File: config.mk
export PLATFORM = sky130hd
export DESIGN_NAME = up_peri_regbank
export DESIGN_NICKNAME = d
export VERILOG_FILES = /design/src/rtl/up_peri_regbank.sv
export SDC_FILE = /design/constraint.sdc
export NUM_CORES = 1
export LEC_CHECK = 0
export CAP_MARGIN = 20
export CORE_MARGIN = 2
export CORE_UTILIZATION = 48
export DETAILED_ROUTE_END_ITERATION = 8
export PLACE_DENSITY = 0.91
export SETUP_SLACK_MARGIN = 0.15
export SYNTH_ARGS = -nofsm -noshare
export SYNTH_HDL_FRONTEND = slang
export SYNTH_SLANG_ARGS = --single-unit
File: constraint.sdc
create_clock -name up_clk -period 2.5 [get_ports up_clk]
set_input_delay 0.5 -clock up_clk [delete_from_list [all_inputs] [get_ports up_clk]]
set_output_delay 0.5 -clock up_clk [all_outputs]
set_load 0.1 [all_outputs]
File: src/rtl/up_peri_regbank.sv
// up_peri_regbank: register bank on the up_* bus with version, scratch,
// a loadable counter, W1C interrupts, RW control words and RO status words.
//
// Ports:
//   up_clk, up_rst             clock, synchronous active-high reset
//   up_wreq/waddr/wdata/wack   single-cycle write request and acknowledge
//   up_rreq/raddr/rdata/rack   single-cycle read request, data and ack
//   ctrl_out, ctrl_wstb        exported control words and write strobes
//   stat_in                    status words read back at 0x20+i
//   irq_src, irq               level interrupt sources, combined interrupt
module up_peri_regbank #(
    parameter int          ADDRESS_WIDTH = 14,
    parameter logic [31:0] VERSION       = 32'h0001_0000,
    parameter int          CNT_WIDTH     = 32,
    parameter int          NUM_CTRL      = 4,
    parameter int          NUM_STAT      = 4,
    parameter int          NUM_IRQ       = 8
) (
    input  logic                     up_clk,
    input  logic                     up_rst,
    input  logic                     up_wreq,
    input  logic [ADDRESS_WIDTH-1:0] up_waddr,
    input  logic [31:0]              up_wdata,
    output logic                     up_wack,
    input  logic                     up_rreq,
    input  logic [ADDRESS_WIDTH-1:0] up_raddr,
    output logic [31:0]              up_rdata,
    output logic                     up_rack,
    output logic [NUM_CTRL*32-1:0]   ctrl_out,
    output logic [NUM_CTRL-1:0]      ctrl_wstb,
    input  logic [NUM_STAT*32-1:0]   stat_in,
    input  logic [NUM_IRQ-1:0]       irq_src,
    output logic                     irq
);

    localparam int AW = ADDRESS_WIDTH;

    localparam logic [AW-1:0] A_VERSION  = AW'(32'h00);
    localparam logic [AW-1:0] A_SCRATCH  = AW'(32'h01);
    localparam logic [AW-1:0] A_CNT      = AW'(32'h02);
    localparam logic [AW-1:0] A_CNT_CTRL = AW'(32'h03);
    localparam logic [AW-1:0] A_IRQ_STS  = AW'(32'h04);
    localparam logic [AW-1:0] A_IRQ_MASK = AW'(32'h05);
    localparam logic [AW-1:0] A_CTRL0    = AW'(32'h10);
    localparam logic [AW-1:0] A_STAT0    = AW'(32'h20);

    logic                   wack_q, wack_d;
    logic                   rack_q, rack_d;
    logic [31:0]            rdata_q, rdata_d;
    logic [31:0]            scratch_q, scratch_d;
    logic [CNT_WIDTH-1:0]   cnt_q, cnt_d;
    logic                   en_q, en_d;
    logic [NUM_IRQ-1:0]     sts_q, sts_d;
    logic [NUM_IRQ-1:0]     mask_q, mask_d;
    logic                   irq_q, irq_d;
    logic [NUM_CTRL*32-1:0] ctrl_q, ctrl_d;
    logic [NUM_CTRL-1:0]    wstb_q, wstb_d;

    logic                   wr_scratch;
    logic                   wr_cnt;
    logic                   wr_cnt_ctrl;
    logic                   wr_irq_sts;
    logic                   wr_irq_mask;
    logic [NUM_CTRL-1:0]    wr_ctrl;
    logic [31:0]            rd_val;
    logic [NUM_IRQ-1:0]     sts_clr;

    assign wr_scratch  = up_wreq && (up_waddr == A_SCRATCH);
    assign wr_cnt      = up_wreq && (up_waddr == A_CNT);
    assign wr_cnt_ctrl = up_wreq && (up_waddr == A_CNT_CTRL);
    assign wr_irq_sts  = up_wreq && (up_waddr == A_IRQ_STS);
    assign wr_irq_mask = up_wreq && (up_waddr == A_IRQ_MASK);

    always_comb begin
        wr_ctrl = '0;
        for (int i = 0; i < NUM_CTRL; i++) begin
            wr_ctrl[i] = up_wreq && (up_waddr == A_CTRL0 + AW'(i));
        end
    end

    // Read mux sees pre-edge register values, so a read racing a write
    // to the same offset returns the old contents.
    always_comb begin
        rd_val = '0;
        if (up_raddr == A_VERSION) begin
            rd_val = VERSION;
        end else if (up_raddr == A_SCRATCH) begin
            rd_val = scratch_q;
        end else if (up_raddr == A_CNT) begin
            rd_val = 32'(cnt_q);
        end else if (up_raddr == A_CNT_CTRL) begin
            rd_val = {31'b0, en_q};
        end else if (up_raddr == A_IRQ_STS) begin
            rd_val = 32'(sts_q);
        end else if (up_raddr == A_IRQ_MASK) begin
            rd_val = 32'(mask_q);
        end
        for (int i = 0; i < NUM_CTRL; i++) begin
            if (up_raddr == A_CTRL0 + AW'(i)) begin
                rd_val = ctrl_q[32*i +: 32];
            end
        end
        for (int i = 0; i < NUM_STAT; i++) begin
            if (up_raddr == A_STAT0 + AW'(i)) begin
                rd_val = stat_in[32*i +: 32];
            end
        end
    end

    assign sts_clr = wr_irq_sts ? up_wdata[NUM_IRQ-1:0] : '0;

    always_comb begin
        wack_d    = up_wreq;
        rack_d    = up_rreq;
        rdata_d   = up_rreq ? rd_val : rdata_q;
        scratch_d = wr_scratch ? up_wdata : scratch_q;
        en_d      = wr_cnt_ctrl ? up_wdata[0] : en_q;
        mask_d    = wr_irq_mask ? up_wdata[NUM_IRQ-1:0] : mask_q;

        // Clear beats load beats increment; EN is the pre-write value.
        if (wr_cnt_ctrl && up_wdata[1]) begin
            cnt_d = '0;
        end else if (wr_cnt) begin
            cnt_d = up_wdata[CNT_WIDTH-1:0];
        end else if (en_q) begin
            cnt_d = cnt_q + CNT_WIDTH'(1);
        end else begin
            cnt_d = cnt_q;
        end

        // A live source re-sets the bit even if it is cleared this cycle.
        sts_d = (sts_q & ~sts_clr) | irq_src;
        irq_d = |(sts_q & mask_q);

        ctrl_d = ctrl_q;
        wstb_d = wr_ctrl;
        for (int i = 0; i < NUM_CTRL; i++) begin
            if (wr_ctrl[i]) begin
                ctrl_d[32*i +: 32] = up_wdata;
            end
        end
    end

    always_ff @(posedge up_clk) begin
        if (up_rst) begin
            wack_q    <= 1'b0;
            rack_q    <= 1'b0;
            rdata_q   <= '0;
            scratch_q <= '0;
            cnt_q     <= '0;
            en_q      <= 1'b1;
            sts_q     <= '0;
            mask_q    <= '0;
            irq_q     <= 1'b0;
            ctrl_q    <= '0;
            wstb_q    <= '0;
        end else begin
            wack_q    <= wack_d;
            rack_q    <= rack_d;
            rdata_q   <= rdata_d;
            scratch_q <= scratch_d;
            cnt_q     <= cnt_d;
            en_q      <= en_d;
            sts_q     <= sts_d;
            mask_q    <= mask_d;
            irq_q     <= irq_d;
            ctrl_q    <= ctrl_d;
            wstb_q    <= wstb_d;
        end
    end

    assign up_wack   = wack_q;
    assign up_rack   = rack_q;
    assign up_rdata  = rdata_q;
    assign ctrl_out  = ctrl_q;
    assign ctrl_wstb = wstb_q;
    assign irq       = irq_q;

endmodule

==> impl_metrics.tcl <==
set metrics [dict create \
    routabilityCongestion 1.014 \
    crit_fanout 9 \
    whs_path_depth 2 \
    syn2layout_area_growth_pct 41.89 \
    synth_edf_count 0 \
    drv_slew 0 \
    synthTopCellsByArea "dfxtp_1 39%, nand2_1 11%, a21oi_1 8.5%" \
    yosys.area.top_type "dfxtp_1" \
    ys_seq_area_frac 0.3892 \
    cts-root-buf "clkbuf_16" \
    synth_nets 1865 \
    netlist.area_leader.share 0.3892 \
    h-tree-depth 1 \
    synth_flop_cell "dfxtp_1" \
    setup_viol 0 \
    ys_ff_latch 248 \
    place_ws_ps -398.8 \
    max_freq_mhz 430.8 \
    clk_pin_slew_worst_paths_ps 60 \
    synth.most_common_cell "nand2_1" \
    drt_iter0_drc 2147 \
    holdCritStartpoint "up_rst" \
    ant_nets 0 \
    critical_path_required_ps 2990 \
    tightest_slew_ps 639.0 \
    clk_latency_ps 550 \
    grt_max_degree 89 \
    min_to "sts_q[7]" \
    dp.cells 2368 \
    worst_setup_path_start_kind "input pin" \
    hpwl_um 42200 \
    slew-limit-headroom 0.5740 \
    synthDistinctLibCells 83 \
    initial_utilization 0.4895 \
    rr_endpoint "cnt_q[27]" \
    clockBufferDepth 3 \
    utilization 0.6946 \
    maxCapViolCount 0 \
    dr.pass1.iters 8 \
    die_h_um 167.0 \
    cts_tree "done" \
    io_pins 367 \
    leakage_uw 0.006640 \
    p_total_uw 9430 \
    endpoint_kind "flop" \
    fin_crit_sh 0.9284 \
    vias 15165 \
    wire_per_inst_um 23.10 \
    vias_per_cell 6.272 \
    cts-resized-gates 0 \
    r2r_setup_slack_ps 480 \
    rsz0062_at_grt "no" \
    grtUsageTotal 0.3775 \
    final_cells 2418 \
    wirelength_um 55850 \
    drcViolationCount 0 \
    die_area_um2 27900 \
    antenna_found_initial 1 \
    crit_type "input pin to flop" \
    coreArea_um2 26060 \
    status "complete, no violations" \
    first_global_vias 14342 \
    drive_gt1_frac 0.1955 \
    arrival_ps 2810 \
    fin_ws_ps 178.9 \
    hold_class "input pin to flop" \
    cts.sinks 248 \
    cp-startpoint "up_raddr[6]" \
    fin_crit_ps 2321 \
    cts_hold_buf 0 \
    netlist_instances 1664 \
    synthTopCellsByCount "373 x nand2_1, 248 x dfxtp_1, 217 x a21oi_1" \
    numCtsBuffers 27 \
    postCtsSetupBuffers 0 \
    synth_warnings 0 \
    core.rowCount 59 \
    vdd_ir_drop_max_uv 360.2 \
    nNetsFinal 2263 \
    nFillCells 2028 \
    fin_skew_ps 11.82 \
    async_flop_share 0 \
    die_w_um 167.0 \
    p_per_area_nw_per_um2 521.0 \
    synth_area_um2 12760 \
    r2r-start "cnt_q[6]" \
    gr-total-overflow 0 \
    grt_pass1_wl_um 83090 \
    rr_worst_depth 5 \
    avgSynthCellArea_um2 7.666 \
    port_buffers 366 \
    finalHoldViolCount 0 \
]
-- how the worst max path moves through the flow --
stage / to / cells after the start
2_1_floorplan: up_rdata[4] / 6
3_3_place_gp: up_rdata[28] / 9
3_5_place_dp: up_rdata[28] / 9
4_1_cts: up_rdata[28] / 9
5_1_grt: up_rdata[31] / 9
6_report: up_rdata[28] / 9
-- state kept, by name, indices dropped and copies added (netlist names) --
name and cells:
ctrl_out 128, cnt_q 32, scratch_q 32, up_rdata 32
mask_q 8, sts_q 8, ctrl_wstb 4, en_q 1
irq 1, up_rack 1, up_wack 1
-- cell families (layout without fill, tap and decap cells) --
logic type	Yosys count	count (layout)	share of synthesized area
fa+ha+maj	1	1	0.0009807
simple gates	680	680	0.2520
xor+xnor	31	31	0.02128
flops	248	248	0.3892
compound gates	511	511	0.2528
buf+inv	156	574	0.05208
other cells	0	1	0
mux	37	37	0.03168
-- worst max-delay path, stage by stage --
cell and delay (ps):
clkdlybuf4s50_1 520, buf_4 190, nor4b_2 320, buf_4 190
buf_4 170, nand4_1 220, buf_4 220, o21ai_1 310
o31a_1 160
-- stage by stage --
stage	hold slack (ps)	area, um^2	TNS [ps]
detailed placement	446.2	17130	-6249
global route	327.2	18100	0
CTS	314.3	18080	0
global placement	438.5	17130	-3923
finish	327.7	18100	0
floorplan	432.0	12760	0
-- report_power, final --
| group | total (uW) | leakage [uW] | internal, uW | switching [uW] |
|---|---|---|---|---|
| clock | 4300 | 0.000467 | 2650 | 1650 |
| sequential | 4000 | 0.00200 | 3980 | 25.0 |
| combinational | 1130 | 0.00417 | 508 | 618 |
-- cells in the final DEF (no fill, tap or decap), drive strengths merged, types with 22 or more instances in the layout --
cell type,netlist,routed
nand4,27,27
nor2,127,127
nor3,22,22
a21oi,218,218
o22ai,48,48
a211oi,52,52
dfxtp,248,248
clkbuf,93,38
nand2,374,374
buf,49,316
a22oi,46,46
nand3,26,26
xor2,23,23
clkdlybuf4s50,0,195
o21ai,55,55
-- layer usage --
layer | vias up | track usage | wire length (um) | share of wire
li1 | 6758 | - | - | -
met1 | 7071 | 0.4793 | 20430 | 0.37
met2 | 1149 | 0.6121 | 25480 | 0.46
met3 | 187 | 0.09791 | 7365 | 0.13
met4 | 0 | 0.1525 | 2572 | 0.046
met5 | - | 0 | 0 | 0
-- cell type report --
| type | count | area (um^2) | share of cell area |
|---|---|---|---|
| antenna | 1 | 2.502 | 0.0001383 |
| multi-input combinational | 1260 | 7149 | 0.3950 |
| timing repair buffer | 511 | 4558 | 0.2518 |
| clock inverter | 11 | 186.4 | 0.01030 |
| clock buffer | 38 | 767.0 | 0.04238 |
| tap | 335 | 419.2 | 0.02316 |
| sequential | 248 | 4965 | 0.2743 |
| inverter | 14 | 52.55 | 0.002903 |
(Power assumes the default switching activity.)
